$ cat config.mk
export PLATFORM = sky130hd
export DESIGN_NAME = ascon_job_sched
export DESIGN_NICKNAME = d
export VERILOG_FILES = /design/src/rtl/ascon_job_sched_pkg.sv /design/src/rtl/ascon_job_sched_rr_arbiter.sv /design/src/rtl/ascon_job_sched.sv
export SDC_FILE = /design/constraint.sdc
export NUM_CORES = 1
export LEC_CHECK = 0
export CORE_ASPECT_RATIO = 0.5
export CORE_MARGIN = 8
export CORE_UTILIZATION = 44
export CTS_CLUSTER_DIAMETER = 80
export DETAILED_ROUTE_END_ITERATION = 7
export GPL_ROUTABILITY_DRIVEN = 0
export GPL_TIMING_DRIVEN = 0
export PLACE_DENSITY = 0.86
export SLEW_MARGIN = 20
export SYNTH_ARGS = -nofsm -noshare
export SYNTH_HDL_FRONTEND = slang
export SYNTH_SLANG_ARGS = --single-unit
$ cat constraint.sdc
create_clock -name clk -period 2.3 [get_ports clk]
set_clock_uncertainty 0.05 [all_clocks]
set_input_delay 0.23 -clock clk [delete_from_list [all_inputs] [get_ports clk]]
set_output_delay 0.23 -clock clk [all_outputs]
set_load 0.02 [all_outputs]
$ cat src/rtl/ascon_job_sched_pkg.sv
// Shared types and constants for the ASCON job scheduler.
// The ASCON_SCHED_STATS_EN build uses the saturating counter helpers below.
package ascon_job_sched_pkg;

    typedef enum logic [2:0] {
        IDLE    = 3'd0,
        LAUNCH  = 3'd1,
        BUSY    = 3'd2,
        TAG     = 3'd3,
        RELEASE = 3'd4
    } sched_state_e;

    localparam int STAT_CNT_WIDTH = 16;
    localparam int BUSY_CNT_WIDTH = 32;

    function automatic logic [STAT_CNT_WIDTH-1:0] sat_inc_stat(
        input logic [STAT_CNT_WIDTH-1:0] val
    );
        logic [STAT_CNT_WIDTH-1:0] res;
        if (val == {STAT_CNT_WIDTH{1'b1}}) begin
            res = val;
        end else begin
            res = val + {{(STAT_CNT_WIDTH-1){1'b0}}, 1'b1};
        end
        return res;
    endfunction

    function automatic logic [BUSY_CNT_WIDTH-1:0] sat_inc_busy(
        input logic [BUSY_CNT_WIDTH-1:0] val
    );
        logic [BUSY_CNT_WIDTH-1:0] res;
        if (val == {BUSY_CNT_WIDTH{1'b1}}) begin
            res = val;
        end else begin
            res = val + {{(BUSY_CNT_WIDTH-1){1'b0}}, 1'b1};
        end
        return res;
    endfunction

endpackage

$ cat src/rtl/ascon_job_sched_rr_arbiter.sv
// Combinational round-robin pick: first set request at or above the pointer,
// wrapping past NUM_REQ-1 back to 0.
module ascon_rr_arbiter #(
    parameter int NUM_REQ = 2,
    parameter int IDX_W   = $clog2(NUM_REQ)
) (
    input  logic [NUM_REQ-1:0] req_i,
    input  logic [IDX_W-1:0]   ptr_i,
    output logic [NUM_REQ-1:0] gnt_o,
    output logic [IDX_W-1:0]   idx_o,
    output logic               valid_o
);

    // Scan requesters in priority order starting at the pointer
    always_comb begin
        logic [IDX_W:0]   w_sum;
        logic [IDX_W-1:0] w_cand;
        gnt_o   = '0;
        idx_o   = '0;
        valid_o = 1'b0;
        w_sum   = '0;
        w_cand  = '0;
        for (int i = 0; i < NUM_REQ; i++) begin
            w_sum = {1'b0, ptr_i} + (IDX_W+1)'(i);
            if (w_sum >= (IDX_W+1)'(NUM_REQ)) begin
                w_sum = w_sum - (IDX_W+1)'(NUM_REQ);
            end else begin
                w_sum = w_sum;
            end
            w_cand = w_sum[IDX_W-1:0];
            if (!valid_o && req_i[w_cand]) begin
                valid_o       = 1'b1;
                idx_o         = w_cand;
                gnt_o[w_cand] = 1'b1;
            end else begin
                valid_o = valid_o;
            end
        end
    end

endmodule

$ cat src/rtl/ascon_job_sched.sv
// Round-robin scheduler sharing one ASCON core among NUM_REQ requesters.
// Optional macro ASCON_SCHED_STATS_EN adds per-requester job and busy-cycle counters.
module ascon_job_sched
    import ascon_job_sched_pkg::*;
#(
    parameter int NUM_REQ     = 2,
    parameter int BLOCK_AW    = 7,
    parameter int DELAY_WIDTH = 16,
    localparam int IDX_W      = $clog2(NUM_REQ)
) (
    input  logic                            clk,
    input  logic                            rst_n,
    input  logic [NUM_REQ-1:0]              req_i,
    input  logic [NUM_REQ*BLOCK_AW-1:0]     ad_blk_no_i,
    input  logic [NUM_REQ*(BLOCK_AW+1)-1:0] pt_blk_no_i,
    input  logic [NUM_REQ*DELAY_WIDTH-1:0]  delay_i,
    output logic [NUM_REQ-1:0]              grant_o,
    output logic [IDX_W-1:0]                grant_idx_o,
    output logic                            busy_o,
    output logic [NUM_REQ-1:0]              done_o,
    output logic                            core_start_o,
    input  logic                            core_ready_i,
    input  logic                            core_tag_valid_i,
    output logic [BLOCK_AW-1:0]             core_ad_blk_no_o,
    output logic [BLOCK_AW:0]               core_pt_blk_no_o,
    output logic [DELAY_WIDTH-1:0]          core_delay_o
`ifdef ASCON_SCHED_STATS_EN
    ,
    output logic [NUM_REQ*STAT_CNT_WIDTH-1:0] job_cnt_o,
    output logic [BUSY_CNT_WIDTH-1:0]         busy_cycles_o
`endif
);

    sched_state_e            r_state;
    sched_state_e            w_state_nxt;
    logic [NUM_REQ-1:0]      r_grant;
    logic [IDX_W-1:0]        r_idx;
    logic [IDX_W-1:0]        r_ptr;
    logic [BLOCK_AW-1:0]     r_ad;
    logic [BLOCK_AW:0]       r_pt;
    logic [DELAY_WIDTH-1:0]  r_dl;

    logic [NUM_REQ-1:0]      w_arb_gnt;
    logic [IDX_W-1:0]        w_arb_idx;
    logic                    w_arb_valid;
    logic                    w_launch;
    logic                    w_release;

    logic [BLOCK_AW-1:0]     w_ad_arr [NUM_REQ];
    logic [BLOCK_AW:0]       w_pt_arr [NUM_REQ];
    logic [DELAY_WIDTH-1:0]  w_dl_arr [NUM_REQ];

    for (genvar g = 0; g < NUM_REQ; g++) begin : g_unpack
        assign w_ad_arr[g] = ad_blk_no_i[g*BLOCK_AW +: BLOCK_AW];
        assign w_pt_arr[g] = pt_blk_no_i[g*(BLOCK_AW+1) +: (BLOCK_AW+1)];
        assign w_dl_arr[g] = delay_i[g*DELAY_WIDTH +: DELAY_WIDTH];
    end

    ascon_rr_arbiter #(
        .NUM_REQ (NUM_REQ),
        .IDX_W   (IDX_W)
    ) u_arb (
        .req_i   (req_i),
        .ptr_i   (r_ptr),
        .gnt_o   (w_arb_gnt),
        .idx_o   (w_arb_idx),
        .valid_o (w_arb_valid)
    );

    // Arbitration only counts in IDLE with the core ready
    assign w_launch  = (r_state == IDLE) && core_ready_i && w_arb_valid;
    assign w_release = (r_state == RELEASE) && core_ready_i;

    // Next-state logic for the job lifecycle
    always_comb begin
        w_state_nxt = r_state;
        case (r_state)
            IDLE: begin
                if (w_launch) begin
                    w_state_nxt = LAUNCH;
                end else begin
                    w_state_nxt = IDLE;
                end
            end
            LAUNCH: begin
                if (!core_ready_i) begin
                    w_state_nxt = BUSY;
                end else begin
                    w_state_nxt = LAUNCH;
                end
            end
            BUSY: begin
                if (core_tag_valid_i) begin
                    w_state_nxt = TAG;
                end else begin
                    w_state_nxt = BUSY;
                end
            end
            TAG: begin
                w_state_nxt = RELEASE;
            end
            RELEASE: begin
                if (core_ready_i) begin
                    w_state_nxt = IDLE;
                end else begin
                    w_state_nxt = RELEASE;
                end
            end
            default: begin
                w_state_nxt = IDLE;
            end
        endcase
    end

    // State register
    always_ff @(posedge clk or negedge rst_n) begin
        if (!rst_n) begin
            r_state <= IDLE;
        end else begin
            r_state <= w_state_nxt;
        end
    end

    // Grant, owner index and job configuration are captured only at launch
    always_ff @(posedge clk or negedge rst_n) begin
        if (!rst_n) begin
            r_grant <= '0;
            r_idx   <= '0;
            r_ad    <= '0;
            r_pt    <= '0;
            r_dl    <= '0;
        end else if (w_launch) begin
            r_grant <= w_arb_gnt;
            r_idx   <= w_arb_idx;
            r_ad    <= w_ad_arr[w_arb_idx];
            r_pt    <= w_pt_arr[w_arb_idx];
            r_dl    <= w_dl_arr[w_arb_idx];
        end else if (w_release) begin
            r_grant <= '0;
        end else begin
            r_grant <= r_grant;
        end
    end

    // Pointer moves past the finished owner so a held request cannot starve others
    always_ff @(posedge clk or negedge rst_n) begin
        if (!rst_n) begin
            r_ptr <= '0;
        end else if (w_release) begin
            if (r_idx == IDX_W'(NUM_REQ-1)) begin
                r_ptr <= '0;
            end else begin
                r_ptr <= r_idx + IDX_W'(1);
            end
        end else begin
            r_ptr <= r_ptr;
        end
    end

    assign grant_o          = r_grant;
    assign grant_idx_o      = r_idx;
    assign busy_o           = (r_state != IDLE);
    assign done_o           = (r_state == TAG) ? r_grant : '0;
    assign core_start_o     = (r_state == LAUNCH) || (r_state == BUSY) || (r_state == TAG);
    assign core_ad_blk_no_o = r_ad;
    assign core_pt_blk_no_o = r_pt;
    assign core_delay_o     = r_dl;

`ifdef ASCON_SCHED_STATS_EN
    logic [STAT_CNT_WIDTH-1:0] r_job_cnt [NUM_REQ];
    logic [BUSY_CNT_WIDTH-1:0] r_busy_cycles;

    // Saturating usage counters
    always_ff @(posedge clk or negedge rst_n) begin
        if (!rst_n) begin
            r_busy_cycles <= '0;
            for (int i = 0; i < NUM_REQ; i++) begin
                r_job_cnt[i] <= '0;
            end
        end else begin
            if (r_state != IDLE) begin
                r_busy_cycles <= sat_inc_busy(r_busy_cycles);
            end else begin
                r_busy_cycles <= r_busy_cycles;
            end
            for (int i = 0; i < NUM_REQ; i++) begin
                if ((r_state == TAG) && r_grant[i]) begin
                    r_job_cnt[i] <= sat_inc_stat(r_job_cnt[i]);
                end else begin
                    r_job_cnt[i] <= r_job_cnt[i];
                end
            end
        end
    end

    for (genvar g = 0; g < NUM_REQ; g++) begin : g_stat_out
        assign job_cnt_o[g*STAT_CNT_WIDTH +: STAT_CNT_WIDTH] = r_job_cnt[g];
    end
    assign busy_cycles_o = r_busy_cycles;
`endif

endmodule

==> results.toml <==
[run]
maxCapViolations = 0

[critical_path]
critPathArrivalTime_ps = 1920
max_stage_delay_ps = 550
crit_buf_inv = 3
critical_path_class = "reg -> out"
critPathTopFamily = "buffers and inverters"
crit_path_top_delay_cell = "clkdlybuf4s50_1"
r2r_start = "r_state[1]$_DFF_PN0_"
crit_required_ps = 2020
worstPathCellList = "nor3_4 > buf_2 > inv_1 > clkdlybuf4s50_1"
r2r_slack_ps = 750
r2r-end = "core_pt_blk_no_o[0]$_DFFE_PN0P_"
endpoint_kind = "primary output"
start_kind = "flop"
r2r_cells = 5
worst-path-max-fanout = 10

[global_route]
grtUsageTotal_pct = 18.9
grt_max_degree = 32
grt_pass1_vias = 2167
antenna_found_initial = 0
gr-total-overflow = 0
grt_pass1_wl_mm = 11.4

[finish]
area_growth_pct = 55.3
multiInputGateArea_um2 = 1110
diodes = 0
seq_area_um2 = 951
nFillCells = 370
fin_nets = 397
drive_gt1_share_pct = 17.3
fin_util_pct = 70.6

[worst_hold_path]
hold_path_end = "core_delay_o[7]$_DFFE_PN0P_"
worst_hold_path.num_cells = 3
holdCritStartpoint = "req_i[1]"
hp-class = "in -> reg"

[floorplanning]
pin_count = 106
dieWidth_um = 117
start_util_pct = 45.5
dieHeight_um = 66.3
die_area_um2 = 7720
core_um2 = 4890
rows = 18

[routing]
drtAntennaViolNets = 0
drc = 0
via_count = 2188
avgViaCountPerCell = 5.48
drtIter0Drc = 143
dr.pass1.iters = 4
totalWireLength_mm = 7.39
routedWlPerCell_um = 18.5

[clock_network]
numCtsBuffers = 5
clock_latency_ps = 290
postCtsSetupRepairBufs = 0
clk_pin_slew_ps = 70
cts_tree = "built"
cts_max_path_buffers = 2
cts_root_buf = "clkbuf_8"
cts.sinks = 38
htree_levels = 2

[logic_synthesis]
syn-instance-count = 216
avgSynthCellArea_um2 = 10.3
synth_nets = 284
synthDistinctLibCells = 28
synth_top_area_share_pct = 42.8
synth_area_leaders = "dfrtp_1 43%, a31oi_2 17%, nand3b_1 10%"
async_flop_share_pct = 100
yosysTopAreaCell = "dfrtp_1"
synth_warnings = 0
synth_edf_count = 0
yosysSeqAreaShare_pct = 42.8
netlist_area_um2 = 2220
ys_seq_elements = 38
synth_ff_type = "dfrtp_1"

[timing]
period_share_pct = 95.5
setup_ws_ps = 104
fmax_ghz = 0.455
relSlewSlack_pct = 68.2
hold_viol_final = 0
fin_crit_ps = 2200
rsz0062_at_grt = "no"
setup_viol = 0
worst_pin_slew_ps = 477
fin_hold_ws_ps = 216
setup-tns-final_ps = 0
slew_violations = 0

[power]
p_per_area_nw_per_um2 = 1180
ir_drop_v = 0.000484
leakagePower_nw = 1.26

[place]
dpl.hpwl_mm = 5.74
io_buffers = 104
pre_cts_ws_ps = 404

[status]
status = "finished, final reports clean"
[per-layer routing]
metal / track usage (%) / vias up / share of wire [%]
li1: - / 1034 / -
met1: 21.5 / 1093 / 39
met2: 36.0 / 55 / 55
met3: 4.01 / 6 / 4.2
met4: 3.84 / 0 / 0.76
met5: 0 / - / 0
[what timing repair did]
item / 4_1_cts / 5_1_grt
gates resized for setup: 0 / 0
hold endpoints to repair: 31 / 0
hold buffers: 1 / 0
[where the power goes]
part,switching [W],internal [W],total (W)
registers,0.000212,0.000995,0.00121
logic,0.00127,0.00116,0.00243
clock network,0.000225,0.000209,0.000434
total,0.00171,0.00237,0.00407
[stage by stage]
stage	instance area, um^2	power [W]	cells
3_5_place_dp	3370	0.00366	391
2_1_floorplan	2220	0.00259	216
5_1_grt	3450	0.00430	399
6_report	3450	0.00407	399
3_3_place_gp	3350	0.00356	390
4_1_cts	3450	0.00410	399
[sequential cells by signal, summed over array words and instances, names as in the netlist]
name and flops:
core_delay_o 16, r_ptr 1, grant_o 2, core_ad_blk_no_o 7
r_state 3, core_pt_blk_no_o 8, grant_idx_o 1
[Yosys cell counts, drive strengths merged (2+ instances only)]
cell / instances
a21oi: 32
a22o: 2
a31oi: 33
and2: 3
buf: 14
clkbuf: 11
dfrtp: 38
inv: 4
nand3b: 31
nor2: 4
o21ai: 31
[tightest hold or removal path, stage by stage]
cell and delay (ps):
buf_6 110, nand3b_1 80, a31oi_1 90
[layout make-up]
cell class	count	area share, %
Buffer	25	4.13
Clock buffer	7	2.21
Inverter	4	0.435
Multi-Input combinational cell	149	32.3
Sequential cell	38	27.5
Tap cell	70	2.54
Timing Repair Buffer	106	30.9
[layout by cell type, fill, tap and decap left out, types with 2 or more instances in the layout]
cell type / Yosys / final
clkdlybuf4s50_1: 0 / 103
a22o_1: 2 / 2
buf_6: 5 / 5
clkbuf_1: 11 / 13
inv_1: 3 / 3
and2_1: 2 / 2
nand3b_1: 31 / 31
nor2_1: 4 / 4
a31oi_1: 3 / 3
a21oi_1: 32 / 32
dfrtp_1: 38 / 38
buf_2: 9 / 10
clkbuf_8: 0 / 5
o21ai_0: 31 / 31
a31oi_2: 30 / 30
[worst max path at each step]
stage	from	endpoint	depth (start not counted)
finish	r_state[1]$_DFF_PN0_	busy_o	4
global route	r_state[2]$_DFF_PN0_	busy_o	5
CTS	r_state[1]$_DFF_PN0_	busy_o	4
detailed placement	r_state[1]$_DFF_PN0_	busy_o	4
global placement	rst_n	core_delay_o[2]$_DFFE_PN0P_	1
floorplan	r_state[1]$_DFF_PN0_	grant_idx_o$_DFFE_PN0P_	4
[cells by family (layout without fill, tap and decap cells)]
logic type | Yosys count | in the layout | synth area share [%]
AO/OA/AOI/OAI | 104 | 104 | 35.2
flip-flops | 38 | 38 | 42.8
buffers and inverters | 29 | 142 | 7.09
multiplexers | 1 | 1 | 0.675
AND/OR/NAND/NOR | 44 | 44 | 14.2
Power figures use the tool's default switching activity.
